--- config.mk ---
export PLATFORM = sky130hd
export DESIGN_NAME = anabellek_hakem_n
export DESIGN_NICKNAME = d
export VERILOG_FILES = /design/src/rtl/anabellek_hakem_n.sv
export SDC_FILE = /design/constraint.sdc
export NUM_CORES = 1
export LEC_CHECK = 0
export CAP_MARGIN = 10
export CORE_ASPECT_RATIO = 1.2
export CORE_MARGIN = 4
export CORE_UTILIZATION = 35
export CTS_BUF_LIST = sky130_fd_sc_hd__clkbuf_4 sky130_fd_sc_hd__clkbuf_8 sky130_fd_sc_hd__clkbuf_16
export CTS_CLUSTER_DIAMETER = 50
export DETAILED_ROUTE_END_ITERATION = 16
export PLACE_DENSITY = 0.82
export REMOVE_ABC_BUFFERS = 1
export SETUP_SLACK_MARGIN = 0.1
export SLEW_MARGIN = 20
export SYNTH_ARGS = -nofsm -noshare
export SYNTH_HDL_FRONTEND = slang
export SYNTH_SLANG_ARGS = --single-unit
--- constraint.sdc ---
create_clock -name clk_i -period 3.24 [get_ports clk_i]
set_clock_uncertainty 0.2 [all_clocks]
set_input_delay 0.648 -clock clk_i [delete_from_list [all_inputs] [get_ports clk_i]]
set_output_delay 0.648 -clock clk_i [all_outputs]
set_load 0.01 [all_outputs]
--- src/rtl/anabellek_hakem_n.sv ---
// N-channel round-robin arbiter funnelling requesters onto a single iomem port.
// Optional iomem_ready watchdog enabled by defining ANABELLEK_ZAMANASIMI_EN.
module anabellek_hakem_n #(
    parameter int unsigned NUM_CH      = 3,
    parameter int unsigned ADDR_W      = 32,
    parameter int unsigned DATA_W      = 32,
    parameter int unsigned TIMEOUT_CYC = 256
) (
    input  logic                         clk_i,
    input  logic                         rst_ni,
    input  logic [NUM_CH-1:0]            ch_valid_i,
    input  logic [NUM_CH*DATA_W/8-1:0]   ch_wstrb_i,
    input  logic [NUM_CH*ADDR_W-1:0]     ch_addr_i,
    input  logic [NUM_CH*DATA_W-1:0]     ch_wdata_i,
    output logic [NUM_CH-1:0]            ch_ready_o,
    output logic [DATA_W-1:0]            ch_rdata_o,
    output logic                         iomem_valid,
    input  logic                         iomem_ready,
    output logic [DATA_W/8-1:0]          iomem_wstrb,
    output logic [ADDR_W-1:0]            iomem_addr,
    output logic [DATA_W-1:0]            iomem_wdata,
    input  logic [DATA_W-1:0]            iomem_rdata,
    output logic [$clog2(NUM_CH)-1:0]    grant_o,
    output logic                         err_o
);

    localparam int unsigned GW = $clog2(NUM_CH);
    localparam int unsigned SW = DATA_W / 8;

    if (NUM_CH < 2 || NUM_CH > 8 || (DATA_W % 32) != 0 || TIMEOUT_CYC < 2) begin : g_param_chk
        $error("anabellek_hakem_n: unsupported parameter set");
    end

    typedef enum logic [1:0] {BOSTA, ISTEK, CEVAP} state_e;

    state_e              state_q, state_d;
    logic [GW-1:0]       last_g_q, last_g_d;
    logic [GW-1:0]       grant_q, grant_d;
    logic                iomem_valid_q, iomem_valid_d;
    logic [SW-1:0]       wstrb_q, wstrb_d;
    logic [ADDR_W-1:0]   addr_q, addr_d;
    logic [DATA_W-1:0]   wdata_q, wdata_d;
    logic [DATA_W-1:0]   rdata_q, rdata_d;
    logic [NUM_CH-1:0]   ch_ready_q, ch_ready_d;

`ifdef ANABELLEK_ZAMANASIMI_EN
    localparam int unsigned CNT_W = $clog2(TIMEOUT_CYC + 1);
    logic [CNT_W-1:0]    cnt_q, cnt_d;
    logic                err_q, err_d;
`endif

    logic                win_found;
    logic [GW-1:0]       win_idx;
    logic [31:0]         cand;
    logic [SW-1:0]       sel_wstrb;
    logic [ADDR_W-1:0]   sel_addr;
    logic [DATA_W-1:0]   sel_wdata;

    // Round-robin search starting just after the last served channel.
    always_comb begin
        win_found = 1'b0;
        win_idx   = '0;
        cand      = '0;
        for (int unsigned i = 1; i <= NUM_CH; i++) begin
            cand = (32'(last_g_q) + i) % NUM_CH;
            if (!win_found && ch_valid_i[cand[GW-1:0]]) begin
                win_found = 1'b1;
                win_idx   = cand[GW-1:0];
            end
        end
    end

    always_comb begin
        sel_wstrb = '0;
        sel_addr  = '0;
        sel_wdata = '0;
        for (int unsigned c = 0; c < NUM_CH; c++) begin
            if (win_idx == GW'(c)) begin
                sel_wstrb = ch_wstrb_i[c*SW +: SW];
                sel_addr  = ch_addr_i[c*ADDR_W +: ADDR_W];
                sel_wdata = ch_wdata_i[c*DATA_W +: DATA_W];
            end
        end
    end

    always_comb begin
        state_d       = state_q;
        last_g_d      = last_g_q;
        grant_d       = grant_q;
        iomem_valid_d = iomem_valid_q;
        wstrb_d       = wstrb_q;
        addr_d        = addr_q;
        wdata_d       = wdata_q;
        rdata_d       = rdata_q;
        ch_ready_d    = '0;
`ifdef ANABELLEK_ZAMANASIMI_EN
        cnt_d         = cnt_q;
        err_d         = err_q;
`endif
        case (state_q)
            BOSTA: begin
                if (win_found) begin
                    grant_d       = win_idx;
                    wstrb_d       = sel_wstrb;
                    addr_d        = sel_addr;
                    wdata_d       = sel_wdata;
                    iomem_valid_d = 1'b1;
                    state_d       = ISTEK;
`ifdef ANABELLEK_ZAMANASIMI_EN
                    cnt_d         = '0;
`endif
                end
            end
            ISTEK: begin
                if (iomem_ready) begin
                    rdata_d       = iomem_rdata;
                    iomem_valid_d = 1'b0;
                    ch_ready_d    = NUM_CH'(1) << grant_q;
                    state_d       = CEVAP;
                end
`ifdef ANABELLEK_ZAMANASIMI_EN
                // A ready on the expiry cycle takes priority over the timeout.
                else if (cnt_q == CNT_W'(TIMEOUT_CYC - 1)) begin
                    rdata_d       = {DATA_W/32{32'hDEAD_BEEF}};
                    iomem_valid_d = 1'b0;
                    ch_ready_d    = NUM_CH'(1) << grant_q;
                    err_d         = 1'b1;
                    state_d       = CEVAP;
                end else begin
                    cnt_d         = cnt_q + CNT_W'(1);
                end
`endif
            end
            CEVAP: begin
                last_g_d = grant_q;
                state_d  = BOSTA;
            end
            default: state_d = BOSTA;
        endcase
    end

    always_ff @(posedge clk_i or negedge rst_ni) begin
        if (!rst_ni) begin
            state_q       <= BOSTA;
            last_g_q      <= GW'(NUM_CH - 1);
            grant_q       <= '0;
            iomem_valid_q <= 1'b0;
            wstrb_q       <= '0;
            addr_q        <= '0;
            wdata_q       <= '0;
            rdata_q       <= '0;
            ch_ready_q    <= '0;
`ifdef ANABELLEK_ZAMANASIMI_EN
            cnt_q         <= '0;
            err_q         <= 1'b0;
`endif
        end else begin
            state_q       <= state_d;
            last_g_q      <= last_g_d;
            grant_q       <= grant_d;
            iomem_valid_q <= iomem_valid_d;
            wstrb_q       <= wstrb_d;
            addr_q        <= addr_d;
            wdata_q       <= wdata_d;
            rdata_q       <= rdata_d;
            ch_ready_q    <= ch_ready_d;
`ifdef ANABELLEK_ZAMANASIMI_EN
            cnt_q         <= cnt_d;
            err_q         <= err_d;
`endif
        end
    end

    assign ch_ready_o  = ch_ready_q;
    assign ch_rdata_o  = rdata_q;
    assign iomem_valid = iomem_valid_q;
    assign iomem_wstrb = wstrb_q;
    assign iomem_addr  = addr_q;
    assign iomem_wdata = wdata_q;
    assign grant_o     = grant_q;
`ifdef ANABELLEK_ZAMANASIMI_EN
    assign err_o       = err_q;
`else
    assign err_o       = 1'b0;
`endif

endmodule

==> results.md <==
* Status: finished, final reports clean
* GRT Total Usage at 0.234
* Fmax at 0.336 GHz
* Grt total ovfl at 0
* Worst-margin pin slew at 0.754 ns
* Critical Path End Type: register
* Worst R2R Setup Slack at 0.27 ns
* CP Data Required Time at between 3 and 4 ns
* Slew headroom at 0.497
* Largest net degree at the start of global routing at 51
* Period minus WS final at 2.97 ns
* Clk buf depth at 2
* Synth Flop Type: dfrtp_1
* Fin Hold WS at approximately 0.15 ns
* Cell Rows at 56
* Vias per inst at 5.76
* Post-synthesis cell area at slightly below 7000 um^2
* Die H at ~160 um
* Most frequent cells in the layout: 346 x clkdlybuf4s50_1, 132 x nand2_1, 109 x dfrtp_1
* Starting Density at 0.355
* Commonest non-fill, non-tap cell in the layout: clkdlybuf4s50_1
* Placed cell areas at 10700 um^2
* R2r endpoint: iomem_wdata[18]
* Unrepaired setup endpoints after global routing: false
* Max-cap violations at 0
* Number of synthesized flops with an enable pin at 0
* Vias in the first global route at 7638
* Crit path launch type: register
* Postcts setup bufs at 0
* Max VDD drop at 0.454 mV
* Routability cong. at 0.874
* Synth Register Bits at 110
* First-iteration detailed-routing DRC count at 897
* Core outline area at just under 20000 um^2
* Filler Cells Inserted at around 1700
* Antenna violations before repair at 0
* Cts repair resizes at 0
* Critical path fanouts, max at 36
* Via count at around 7700
* Overall Power at slightly below 10 mW
* Final worst-path cycle share at 0.918
* Worst-path clk slew at around 0.08 ns
* Worst skew pair latency at 0.35 ns
* Die area at ~22000 um^2
* Mapped Avg Cell Area at 9.01 um^2
* Yosys warns at 0
* Post-DP HPWL at between 15 and 20 mm
* Multi-input logic area at 3790 um^2
* I/O pin cnt at 349
* Diodes inserted at 0
* Final Hold Viols at 0
* Clock sinks at 110
* Syn Inst Count at 768
* Post-synthesis sequential area ratio at 0.398
* Final instance area at 11000 um^2
* FF/Latch Area at about 2800 um^2
* I/O Buffers at 347
* Distinct cell type count after synthesis at 57
* CTS Hold Bufs at 0
* Global-route wire length before repair at 41.4 mm
* TritonRoute pass-1 iters at 5
* Fraction of registers with async set/reset at 1.00
* Post-route ant nets at 0
* Worst r2r path cells at 9
* Hold crit path type: input port to async pin
* Fin nets at 1322
* Layout Area Growth over Synthesis at 58.3%
* Reg-to-Reg Start: last_g_q[0]
* Residual DRC count at 0
* Per-cell routed wire length at 20.3 um
* Layout cell share with drive strength beyond 1 at 0.0924
* CTS tree: yes
* Crit Path Class: register to register
* CP arrival at 3.01 ns
* Total CTS buffers at 9
* Slack of the critical path at 0.266 ns
* Total detailed-routing wirelength at 27.3 mm
* Pleak at around 4.5 nW
* Die X-Extent at ~140 um
* Slew Viols, Final at 0
* H-tree Lvls at 3
* Setup-failing EPs final at 0
* Root Buffer: clkbuf_16
* PD cells at 885 nW/um^2
* Setup slack after placement at 0.146 ns
* Total negative slack at 0 ns
[synth_stat cells, types with 21 or more instances]
cell type / count / area, um^2
nand2_1: 132 / 495
dfrtp_1: 109 / 2730
a221o_1: 67 / 671
o21ai_0: 48 / 240
nor2_1: 38 / 143
clkbuf_1: 37 / 139
a21oi_1: 34 / 170
a31oi_1: 34 / 213
o211ai_1: 34 / 255
a22o_1: 33 / 289
nand3_1: 33 / 165
buf_2: 21 / 105
mux2i_1: 21 / 210
[through the flow]
stage / instances / utilization
finish: 1343 / 0.562
global route: 1343 / 0.562
CTS: 1343 / 0.562
detailed placement: 1327 / 0.547
global placement: 1327 / 0.547
floorplan: 694 / -
[worst max-delay path by stage]
| stage | startpoint | end | slack, ns | cells after the start |
|---|---|---|---|---|
| 6_report | last_g_q[0] | iomem_wdata[18] | 0.27 | 9 |
| 5_1_grt | last_g_q[0] | iomem_wdata[13] | 0.11 | 9 |
| 4_1_cts | last_g_q[0] | iomem_wdata[13] | 0.30 | 9 |
| 3_5_place_dp | ch_valid_i[1] | iomem_addr[4] | 0.15 | 7 |
| 3_3_place_gp | ch_valid_i[1] | iomem_wdata[6] | 0.19 | 7 |
| 2_1_floorplan | last_g_q[0] | iomem_addr[0] | -1.61 | 7 |
[flip-flops by register name, summed over array words and instances, names as in the netlist]
name	cells
iomem_addr	32
grant_o	2
iomem_wdata	32
iomem_valid	1
ch_rdata_o	32
iomem_wstrb	4
state_q	2
last_g_q	2
ch_ready_o	3
[layer usage]
metal,vias up,track usage,wire length [um]
li1,3533,-,-
met1,3665,0.290,10500
met2,454,0.387,13300
met3,79,0.0548,2440
met4,0,0.106,1090
met5,-,0,0
[critical path, cell delays in order (launching register included)]
cell	delay [ns]
dfrtp_1	0.40
inv_1	0.06
ha_1	0.41
buf_4	0.35
nor2b_1	0.22
o21a_2	0.27
o31ai_4	0.12
buf_12	0.20
a221o_1	0.29
a221o_1	0.32
[report_power, final]
part           switching [mW]  internal, mW
clock network           0.576         0.555
logic                    3.12          2.98
registers               0.440          2.02
total                    4.13          5.56
[final cells by class]
| type | instances | area share |
|---|---|---|
| sequential | 110 | 0.251 |
| multi-input combinational | 579 | 0.346 |
| clock inverter | 6 | 0.00560 |
| clock buffer | 10 | 0.0213 |
| tap | 261 | 0.0298 |
| timing repair buffer | 372 | 0.344 |
| inverter | 5 | 0.00171 |
[cell families after synthesis]
kind of cell / synth area share
compound gates: 0.328
simple gates: 0.173
flops: 0.398
buf+inv: 0.0606
mux: 0.0336
fa+ha+maj: 0.00543
other cells: 0.000542
Power figures use the tool's default switching activity.
